<file path="config.mk">
export PLATFORM = sky130hd
export DESIGN_NAME = fir_transposed_prog_flat
export DESIGN_NICKNAME = d
export VERILOG_FILES = /design/src/rtl/fir_transposed_prog_if.sv /design/src/rtl/fir_transposed_prog.sv /design/src/flat_wrapper.sv
export SDC_FILE = /design/constraint.sdc
export NUM_CORES = 2
export LEC_CHECK = 0
export CAP_MARGIN = 20
export CORE_ASPECT_RATIO = 0.9
export CORE_UTILIZATION = 40
export CTS_CLUSTER_DIAMETER = 40
export DETAILED_ROUTE_END_ITERATION = 10
export PLACE_DENSITY = 0.63
export SLEW_MARGIN = 20
export SYNTH_ARGS = -nofsm -noshare
export SYNTH_HDL_FRONTEND = slang
export SYNTH_SLANG_ARGS = --single-unit
</file>
<file path="constraint.sdc">
create_clock -name clk -period 16.1 [get_ports clk]
set_input_delay 4.83 -clock clk [delete_from_list [all_inputs] [get_ports clk]]
set_output_delay 4.83 -clock clk [all_outputs]
set_load 0.05 [all_outputs]
</file>
<file path="src/rtl/fir_transposed_prog_if.sv">
// ---------------------------------------------------------------------------
// fir_transposed_prog_if: sample, coefficient-programming and result bundle
// Rev 1.0
// ---------------------------------------------------------------------------
`default_nettype none

interface fir_transposed_prog_if #(
   parameter int DATA_W = 8,
   parameter int COEF_W = 8,
   parameter int TAPS   = 10,
   parameter int OUT_W  = 16
);
   localparam int ADDR_W = $clog2(TAPS);

   logic                     in_valid;
   logic signed [DATA_W-1:0] in_data;
   logic                     coef_we;
   logic [ADDR_W-1:0]        coef_addr;
   logic signed [COEF_W-1:0] coef_data;
   logic                     coef_commit;
   logic                     out_valid;
   logic signed [OUT_W-1:0]  out_data;
   logic                     out_primed;

   modport master (
      output in_valid, in_data, coef_we, coef_addr, coef_data, coef_commit,
      input  out_valid, out_data, out_primed
   );

   modport slave (
      input  in_valid, in_data, coef_we, coef_addr, coef_data, coef_commit,
      output out_valid, out_data, out_primed
   );
endinterface

`default_nettype wire

</file>
<file path="src/rtl/fir_transposed_prog.sv">
// ---------------------------------------------------------------------------
// fir_transposed_prog: transposed-form FIR with shadow/active coefficient banks.
// Define FIR_OUT_SAT_EN to clamp the output instead of wrapping.  Rev 1.0
// ---------------------------------------------------------------------------
`default_nettype none

module fir_transposed_prog #(
   parameter int DATA_W = 8,
   parameter int COEF_W = 8,
   parameter int TAPS   = 10,
   parameter int OUT_W  = 16
) (
   input  wire logic                    clk,
   input  wire logic                    reset,
   fir_transposed_prog_if.slave         bus
);
   localparam int ACC_W  = DATA_W + COEF_W + $clog2(TAPS);
   localparam int ADDR_W = $clog2(TAPS);
   localparam int CNT_W  = $clog2(TAPS + 1);
   localparam logic [ADDR_W:0]  C_TAPS_A = (ADDR_W + 1)'(TAPS);
   localparam logic [CNT_W-1:0] C_TAPS_C = CNT_W'(TAPS);

   logic signed [COEF_W-1:0] shadow_q [TAPS];
   logic signed [COEF_W-1:0] shadow_d [TAPS];
   logic signed [COEF_W-1:0] active_q [TAPS];
   logic signed [COEF_W-1:0] active_d [TAPS];
   logic signed [ACC_W-1:0]  p_q      [TAPS-1];
   logic signed [ACC_W-1:0]  p_d      [TAPS-1];
   logic [CNT_W-1:0]         cnt_q, cnt_d;
   logic                     out_valid_q, out_valid_d;
   logic signed [OUT_W-1:0]  out_data_q, out_data_d;

   logic signed [ACC_W-1:0]  w_x_ext;
   logic signed [ACC_W-1:0]  w_prod   [TAPS];
   logic signed [ACC_W-1:0]  w_acc;
   logic signed [OUT_W-1:0]  w_out_sel;
   logic                     w_addr_ok;

   assign w_x_ext   = {{(ACC_W-DATA_W){bus.in_data[DATA_W-1]}}, bus.in_data};
   assign w_addr_ok = ({1'b0, bus.coef_addr} < C_TAPS_A);

   // Operands are sign-extended to ACC_W so the low ACC_W product bits are exact.
   generate
      for (genvar k = 0; k < TAPS; k++) begin : g_tap
         logic signed [ACC_W-1:0] w_coef_ext;
         assign w_coef_ext = {{(ACC_W-COEF_W){active_q[k][COEF_W-1]}}, active_q[k]};
         assign w_prod[k]  = w_coef_ext * w_x_ext;
      end
   endgenerate

   assign w_acc = w_prod[0] + p_q[0];

`ifdef FIR_OUT_SAT_EN
   localparam logic signed [ACC_W-1:0] C_OUT_MAX = {{(ACC_W-OUT_W+1){1'b0}}, {(OUT_W-1){1'b1}}};
   localparam logic signed [ACC_W-1:0] C_OUT_MIN = {{(ACC_W-OUT_W+1){1'b1}}, {(OUT_W-1){1'b0}}};

   always_comb begin
      w_out_sel = w_acc[OUT_W-1:0];
      if (w_acc > C_OUT_MAX) begin
         w_out_sel = C_OUT_MAX[OUT_W-1:0];
      end else if (w_acc < C_OUT_MIN) begin
         w_out_sel = C_OUT_MIN[OUT_W-1:0];
      end
   end
`else
   assign w_out_sel = w_acc[OUT_W-1:0];

   // Upper accumulator bits are deliberately discarded in the wrapping build.
   generate
      if (OUT_W < ACC_W) begin : g_wrap_hi
         logic w_unused_acc_hi;
         assign w_unused_acc_hi = ^w_acc[ACC_W-1:OUT_W];
      end
   endgenerate
`endif

   always_comb begin
      shadow_d = shadow_q;
      if (bus.coef_we && w_addr_ok) begin
         shadow_d[bus.coef_addr] = bus.coef_data;
      end
      // Commit sees this cycle's write, and lands after this cycle's sample.
      active_d = bus.coef_commit ? shadow_d : active_q;

      p_d         = p_q;
      cnt_d       = cnt_q;
      out_valid_d = bus.in_valid;
      out_data_d  = out_data_q;
      if (bus.in_valid) begin
         p_d[TAPS-2] = w_prod[TAPS-1];
         for (int k = 0; k < TAPS - 2; k++) begin
            p_d[k] = w_prod[k+1] + p_q[k+1];
         end
         out_data_d = w_out_sel;
         if (cnt_q != C_TAPS_C) begin
            cnt_d = cnt_q + 1'b1;
         end
      end
   end

   always_ff @(posedge clk) begin
      if (reset) begin
         for (int k = 0; k < TAPS; k++) begin
            shadow_q[k] <= '0;
            active_q[k] <= '0;
         end
         for (int k = 0; k < TAPS - 1; k++) begin
            p_q[k] <= '0;
         end
         cnt_q       <= '0;
         out_valid_q <= 1'b0;
         out_data_q  <= '0;
      end else begin
         shadow_q    <= shadow_d;
         active_q    <= active_d;
         p_q         <= p_d;
         cnt_q       <= cnt_d;
         out_valid_q <= out_valid_d;
         out_data_q  <= out_data_d;
      end
   end

   assign bus.out_valid  = out_valid_q;
   assign bus.out_data   = out_data_q;
   assign bus.out_primed = (cnt_q == C_TAPS_C);

endmodule

`default_nettype wire
</file>
<file path="src/flat_wrapper.sv">
// flat-port wrapper written by rule: the top's interface ports become plain ports
module fir_transposed_prog_flat 
#(
   parameter int DATA_W = 8,
   parameter int COEF_W = 8,
   parameter int TAPS   = 10,
   parameter int OUT_W  = 16
)
  (clk, reset, bus_in_valid, bus_in_data, bus_coef_we, bus_coef_addr, bus_coef_data, bus_coef_commit, bus_out_valid, bus_out_data, bus_out_primed);
  fir_transposed_prog_if #(.DATA_W(DATA_W), .COEF_W(COEF_W), .TAPS(TAPS), .OUT_W(OUT_W)) bus_i ();
  input  wire logic clk;
  input  wire logic reset;
  input wire logic [$bits(bus_i.in_valid)-1:0] bus_in_valid;
  input wire logic [$bits(bus_i.in_data)-1:0] bus_in_data;
  input wire logic [$bits(bus_i.coef_we)-1:0] bus_coef_we;
  input wire logic [$bits(bus_i.coef_addr)-1:0] bus_coef_addr;
  input wire logic [$bits(bus_i.coef_data)-1:0] bus_coef_data;
  input wire logic [$bits(bus_i.coef_commit)-1:0] bus_coef_commit;
  output wire logic [$bits(bus_i.out_valid)-1:0] bus_out_valid;
  output wire logic [$bits(bus_i.out_data)-1:0] bus_out_data;
  output wire logic [$bits(bus_i.out_primed)-1:0] bus_out_primed;
  assign bus_i.in_valid = bus_in_valid;
  assign bus_i.in_data = bus_in_data;
  assign bus_i.coef_we = bus_coef_we;
  assign bus_i.coef_addr = bus_coef_addr;
  assign bus_i.coef_data = bus_coef_data;
  assign bus_i.coef_commit = bus_coef_commit;
  assign bus_out_valid = bus_i.out_valid;
  assign bus_out_data = bus_i.out_data;
  assign bus_out_primed = bus_i.out_primed;
  fir_transposed_prog #(.DATA_W(DATA_W), .COEF_W(COEF_W), .TAPS(TAPS), .OUT_W(OUT_W)) u_core (.clk(clk), .reset(reset), .bus(bus_i));
endmodule
</file>
* Word-level counts from Yosys, hierarchy flattened
Cells that the tools add are included.
** Operators by class
- Add/sub/neg operators :: 10
- Div/mod/pow operators :: 0
- Bitwise logic cells :: 1
- Multiply operators :: 10
- Reductions and logical operators :: 3
- Equality and inequality tests :: 2
- Magnitude comparators :: 3
- Shifts and indexed selects :: 0
- Mux-type cells :: 4
** Operators with widths (count)
- $mul 8x8->16 :: 10
- $add 16x16->16 :: 9
- $bwmux 80 :: 1
- $mux 80 :: 1
- $demux 8 s4 :: 1
- $mux 8 :: 1
- $ge 5x5->1 const B :: 1
- $lt 5x1->1 const B :: 1
- $not 4->5 :: 1
- $add 4x1->4 const B :: 1
- $eq 4x4->1 const B :: 1
- $lt 4x4->1 const B :: 1
- $ne 4x4->1 const B :: 1
- $logic_and 1x1->1 :: 2
- $reduce_and 2->1 :: 1
** Storage, ports and cells
- Memories kept :: 0
- Latch bits :: 0
- Register bits after elaboration :: 325
- Word-level logic and storage cells :: 65
- RAM bits :: 0
- Input port bits :: 25
- Bits in read-only memories :: 0

* Longest topological paths before layout
- Depth after elaboration :: 7
- Depth in mapped cells :: 20

* Worst setup path after synthesis
OpenSTA, ideal clock, no wires.
- Kind :: input to register
- Start :: input bus_in_data[7]
- End :: register u_core.out_data_q[15], in the netlist u_core.bus.out_data[15]
- Path buffers :: 1
- Arrival :: 9541 ps
- Cell stages on the path :: 15
- Setup slack :: 6429 ps
- Library setup time :: 130 ps
- Path through :: inv_1 > clkbuf_1 > fa_1 > inv_1 > fa_1 > fa_1 > fa_1 > fa_1 > ha_1 > o21ai_1 > o21a_1 > nor4_2 > a2111oi_4 > a2111oi_2 > a211oi_1
** On the way
- Cells in the longest elaborated chain, start to end :: 2
** Ends and longest elaborated chain
- from (decl) :: line flat_wrapper.sv:14 : input wire logic [$bits(bus_i.in_data)-1:0] bus_in_data;
- $mul 8x8->16 :: line fir_transposed_prog.sv:47 : assign w_prod[k] = w_coef_ext * w_x_ext;
- $add 16x16->16 :: line fir_transposed_prog.sv:51 : assign w_acc = w_prod[0] + p_q[0];
- to (signal assigned) :: line fir_transposed_prog.sv:119 : out_data_q <= out_data_d;
- to (decl) :: line fir_transposed_prog.sv:31 : logic signed [OUT_W-1:0] out_data_q, out_data_d;
Every way passes these cells.
A chain may end at the register's enable or synchronous reset.

* Final worst setup path
- Start :: input bus_in_data[0]
- End :: register u_core.p_q[113] in the netlist's numbering
** On the way
- Cells in the longest elaborated chain, start to end :: 2
** Ends and longest elaborated chain
- $mul 8x8->16 :: line fir_transposed_prog.sv:47
- $add 16x16->16 :: line fir_transposed_prog.sv:92 : p_d[k] = w_prod[k+1] + p_q[k+1];
- to (signal assigned) :: line fir_transposed_prog.sv:116 : p_q <= p_d;
- to (decl) :: line fir_transposed_prog.sv:27 : logic signed [ACC_W-1:0] p_q [TAPS-1];
Every way passes these cells.

==> impl_metrics.yaml <==
route:
  routed_via_density: 4.98
  drt_iter0_drc: 1333
  dr.pass1.iters: 8
  vias: 27700
  ant_nets: 0
  wl_per_cell_um: 16.3
  drc: 0
  routed_wirelength_mm: 90.9
final_layout:
  final_cell_area_um2: 44200
  layout.cells.non_filler: 5564
  drive_above_1_share_pct: 4.61
  final_nets: 5252
  syn_to_final_growth_pct: 9.80
  fillCellCount: 9449
  seq_area_um2: 6510
  multi_input_comb_area_um2: 30100
clock_network:
  cts_tree: "done"
  clockBufferDepth: 3
  numCtsBuffers: 71
  clkSinkCount: 325
  cts_setup_buffers: 0
  htreeDepth: 3
  clk_pin_slew_ns: 0.05
  cts_resized: 0
  clk_latency_ns: 0.62
  cts_hold_buffers: 0
  cts_root_buffer: "clkbuf_16"
synth:
  synth_ff_type: "dfxtp_1"
  synth_area_per_cell_um2: 9.46
  synth-seq-area-share_pct: 16.2
  muxShareOfSynthArea_pct: 3.91
  synthArstFlopShare_pct: 0
  synth_area_leaders: "fa_1, dfxtp_1, ha_1, inv_1, and2_1"
  synthCells: 4254
  synthAdderAreaFrac_pct: 45.9
  synth_top_area_share_pct: 34.5
  yosysTopAreaCell: "fa_1"
  synth_nets: 5337
  synth_compound_area_share_pct: 7.29
  ys_ff_latch: 325
  synth.yosys.warnings: 0
  synth_xor_area_share_pct: 3.70
  synth_top_family_by_area: "adder cells"
  synth_edf_count: 0
  synth_area_um2: 40200
  synth.distinct_cells: 67
  synth-simple-area-share_pct: 14.1
run_status:
  status: "completed"
setup_path:
  critPathLaunchType: "input pin"
  r2r-start: "u_core.active_q[39]$_SDFFE_PP0P_"
  startpoint: "bus_in_data[0]"
  critPathArrivalTime_ns: 10.60
  critPathKind: "in -> reg"
  worstPathRequired_ns: 16.54
  cp-end-kind: "register"
  path_max_fanout: 44
grt:
  first_global_vias: 28900
  grt_max_degree: 86
  antenna_found_initial: 5
  grt_use_total_pct: 18.9
  grt_overflow_total: 0
  grt_pass1_wl_mm: 155
place:
  place.gp.congestion: 0.822
  numPortBuffers: 42
  place.detailed.hpwl_mm: 67.0
  placed_area_um2: 41600
  dp.cells: 5428
die:
  rows: 109
  die_w_um: 336
  die_area_um2: 102000
  start_util_pct: 40.7
  io_pins: 43
  coreArea_um2: 98900
  die_h_um: 303
sta:
  fin_setup_tns_ns: 0
  fmax_ghz: 0.0985
  fin_crit_sh_pct: 63.1
  hold_violations: 0
  worstMarginPinSlew_ns: 1.05
  slew_viol_final: 0
  rsz0062_at_grt: "false"
  post-route-min-period_ns: 10.15
  relSlewSlack_pct: 29.6
  setup_viol: 0
  fin_skew_ns: 0.0259
min_path:
  hp-start: "u_core.p_q[0]$_SDFFE_PP0P_"
  hp-class: "reg -> reg"
power:
  seqPwrFrac_pct: 18.0
  power.density_nw_per_um2: 131
  p_int_mw: 3.33
  p_sw_mw: 2.46
  total_power_mw: 5.79
  p_leak_nw: 21.7
  max-vdd-ir-drop_v: 0.0000728
  p_comb_share_pct: 55.5
  clkPwrFrac_pct: 26.5
  swShare_pct: 42.5
run:
  cap_violations: 0
[placed cells by master (no fill, tap or decap), drive strengths merged, types with 85 or more instances in the layout]
cell type	n
nor2	393
dfxtp	325
mux2i	157
nand2	296
inv	739
clkbuf	85
fa	694
ha	364
and2	332
a211oi	126
xnor2	145
[through the flow]
step	worst slack [ns]	hold slack [ns]	utilization [%]
3_3_place_gp	5.42	0.461	42.1
5_1_grt	5.52	0.499	44.7
3_5_place_dp	5.32	0.468	42.1
2_1_floorplan	6.43	0.445	-
4_1_cts	5.97	0.476	44.7
6_report	5.95	0.469	44.7
[power groups by stage]
| stage | clock network [mW] | logic (mW) | registers [mW] |
|---|---|---|---|
| 6_report | 1.53 | 3.21 | 1.04 |
| 5_1_grt | 1.61 | 3.71 | 1.06 |
| 4_1_cts | 1.56 | 3.25 | 1.04 |
| 3_5_place_dp | 0 | 3.21 | 1.06 |
| 3_3_place_gp | 0 | 3.15 | 1.06 |
| 2_1_floorplan | 0 | 2.52 | 1.04 |
[registers in the layout, summed over array words and instances (netlist names)]
signal,flops
u_core.bus.out_data,16
u_core.shadow_q,80
u_core.active_q,80
u_core.cnt_q,4
u_core.bus.out_valid,1
u_core.p_q,144
[cell usage after synthesis, drive strengths merged (4+ instances only)]
| cell type | count |
|---|---|
| and2 | 332 |
| nand2b | 25 |
| xor2 | 25 |
| or3 | 7 |
| inv | 723 |
| a31oi | 20 |
| nor2 | 393 |
| fa | 694 |
| buf | 75 |
| dfxtp | 325 |
| a22oi | 4 |
| ha | 364 |
| nand2 | 296 |
| o22ai | 14 |
| nor3 | 43 |
| nor3b | 8 |
| a211oi | 126 |
| a21o | 32 |
| mux2i | 157 |
| and3 | 18 |
| o21a | 13 |
| a31o | 5 |
| nand4 | 6 |
| o311ai | 7 |
| o31ai | 4 |
| nand3b | 7 |
| a21oi | 66 |
| a311o | 6 |
| o221ai | 4 |
| clkbuf | 154 |
| a211o | 9 |
| nand3 | 26 |
| o21ai | 42 |
| xnor2 | 145 |
| a2111oi | 6 |
| nor4 | 7 |
| and4 | 7 |
| o21bai | 29 |
[worst max-delay path, stage by stage]
cell and delay [ns]:
buf_4 0.41, buf_4 0.60, and2_1 0.56, inv_1 0.14, fa_1 0.50, inv_1 0.05
fa_1 0.49, fa_1 0.57, fa_1 0.42, fa_1 0.44, ha_1 0.32, o21ai_1 0.09
o21bai_1 0.23, a2111oi_0 0.15, o41ai_1 0.33, mux2i_1 0.23, o311ai_0 0.15
[worst paths after layout]
path	cells after the start	end	slack [ns]
worst max-delay path	17	u_core.p_q[113]$_SDFFE_PP0P_	5.95
worst min-delay path	2	u_core.p_q[0]$_SDFFE_PP0P_	0.47
worst max register to register	14	u_core.p_q[92]$_SDFFE_PP0P_	10.67
worst min register to register	2	u_core.p_q[0]$_SDFFE_PP0P_	0.47
[cell type report]
cell class              instances  area share (%)
multi-input cells            2977            68.2
repair buffers                 71            1.39
inverters                     723            6.15
clock inverters                48            1.29
well taps                    1332            3.77
flip-flops and latches        325            14.7
diodes                          4          0.0227
clock buffers                  84            4.43
[layer usage]
metal / vias to the layer above / wire length (µm) / GRT usage [%]
met5: - / 13 / 0
met4: 2 / 1550 / 4.59
met3: 91 / 4300 / 2.94
met2: 501 / 41800 / 30.3
met1: 14000 / 43200 / 26.9
li1: 13200 / - / -
[kinds of logic after synthesis]
logic type      Yosys count
mux                     157
flops                   325
compound gates          407
buf+inv                 952
simple gates           1185
xor+xnor                170
fa+ha+maj              1058
(Power assumes the default switching activity.)
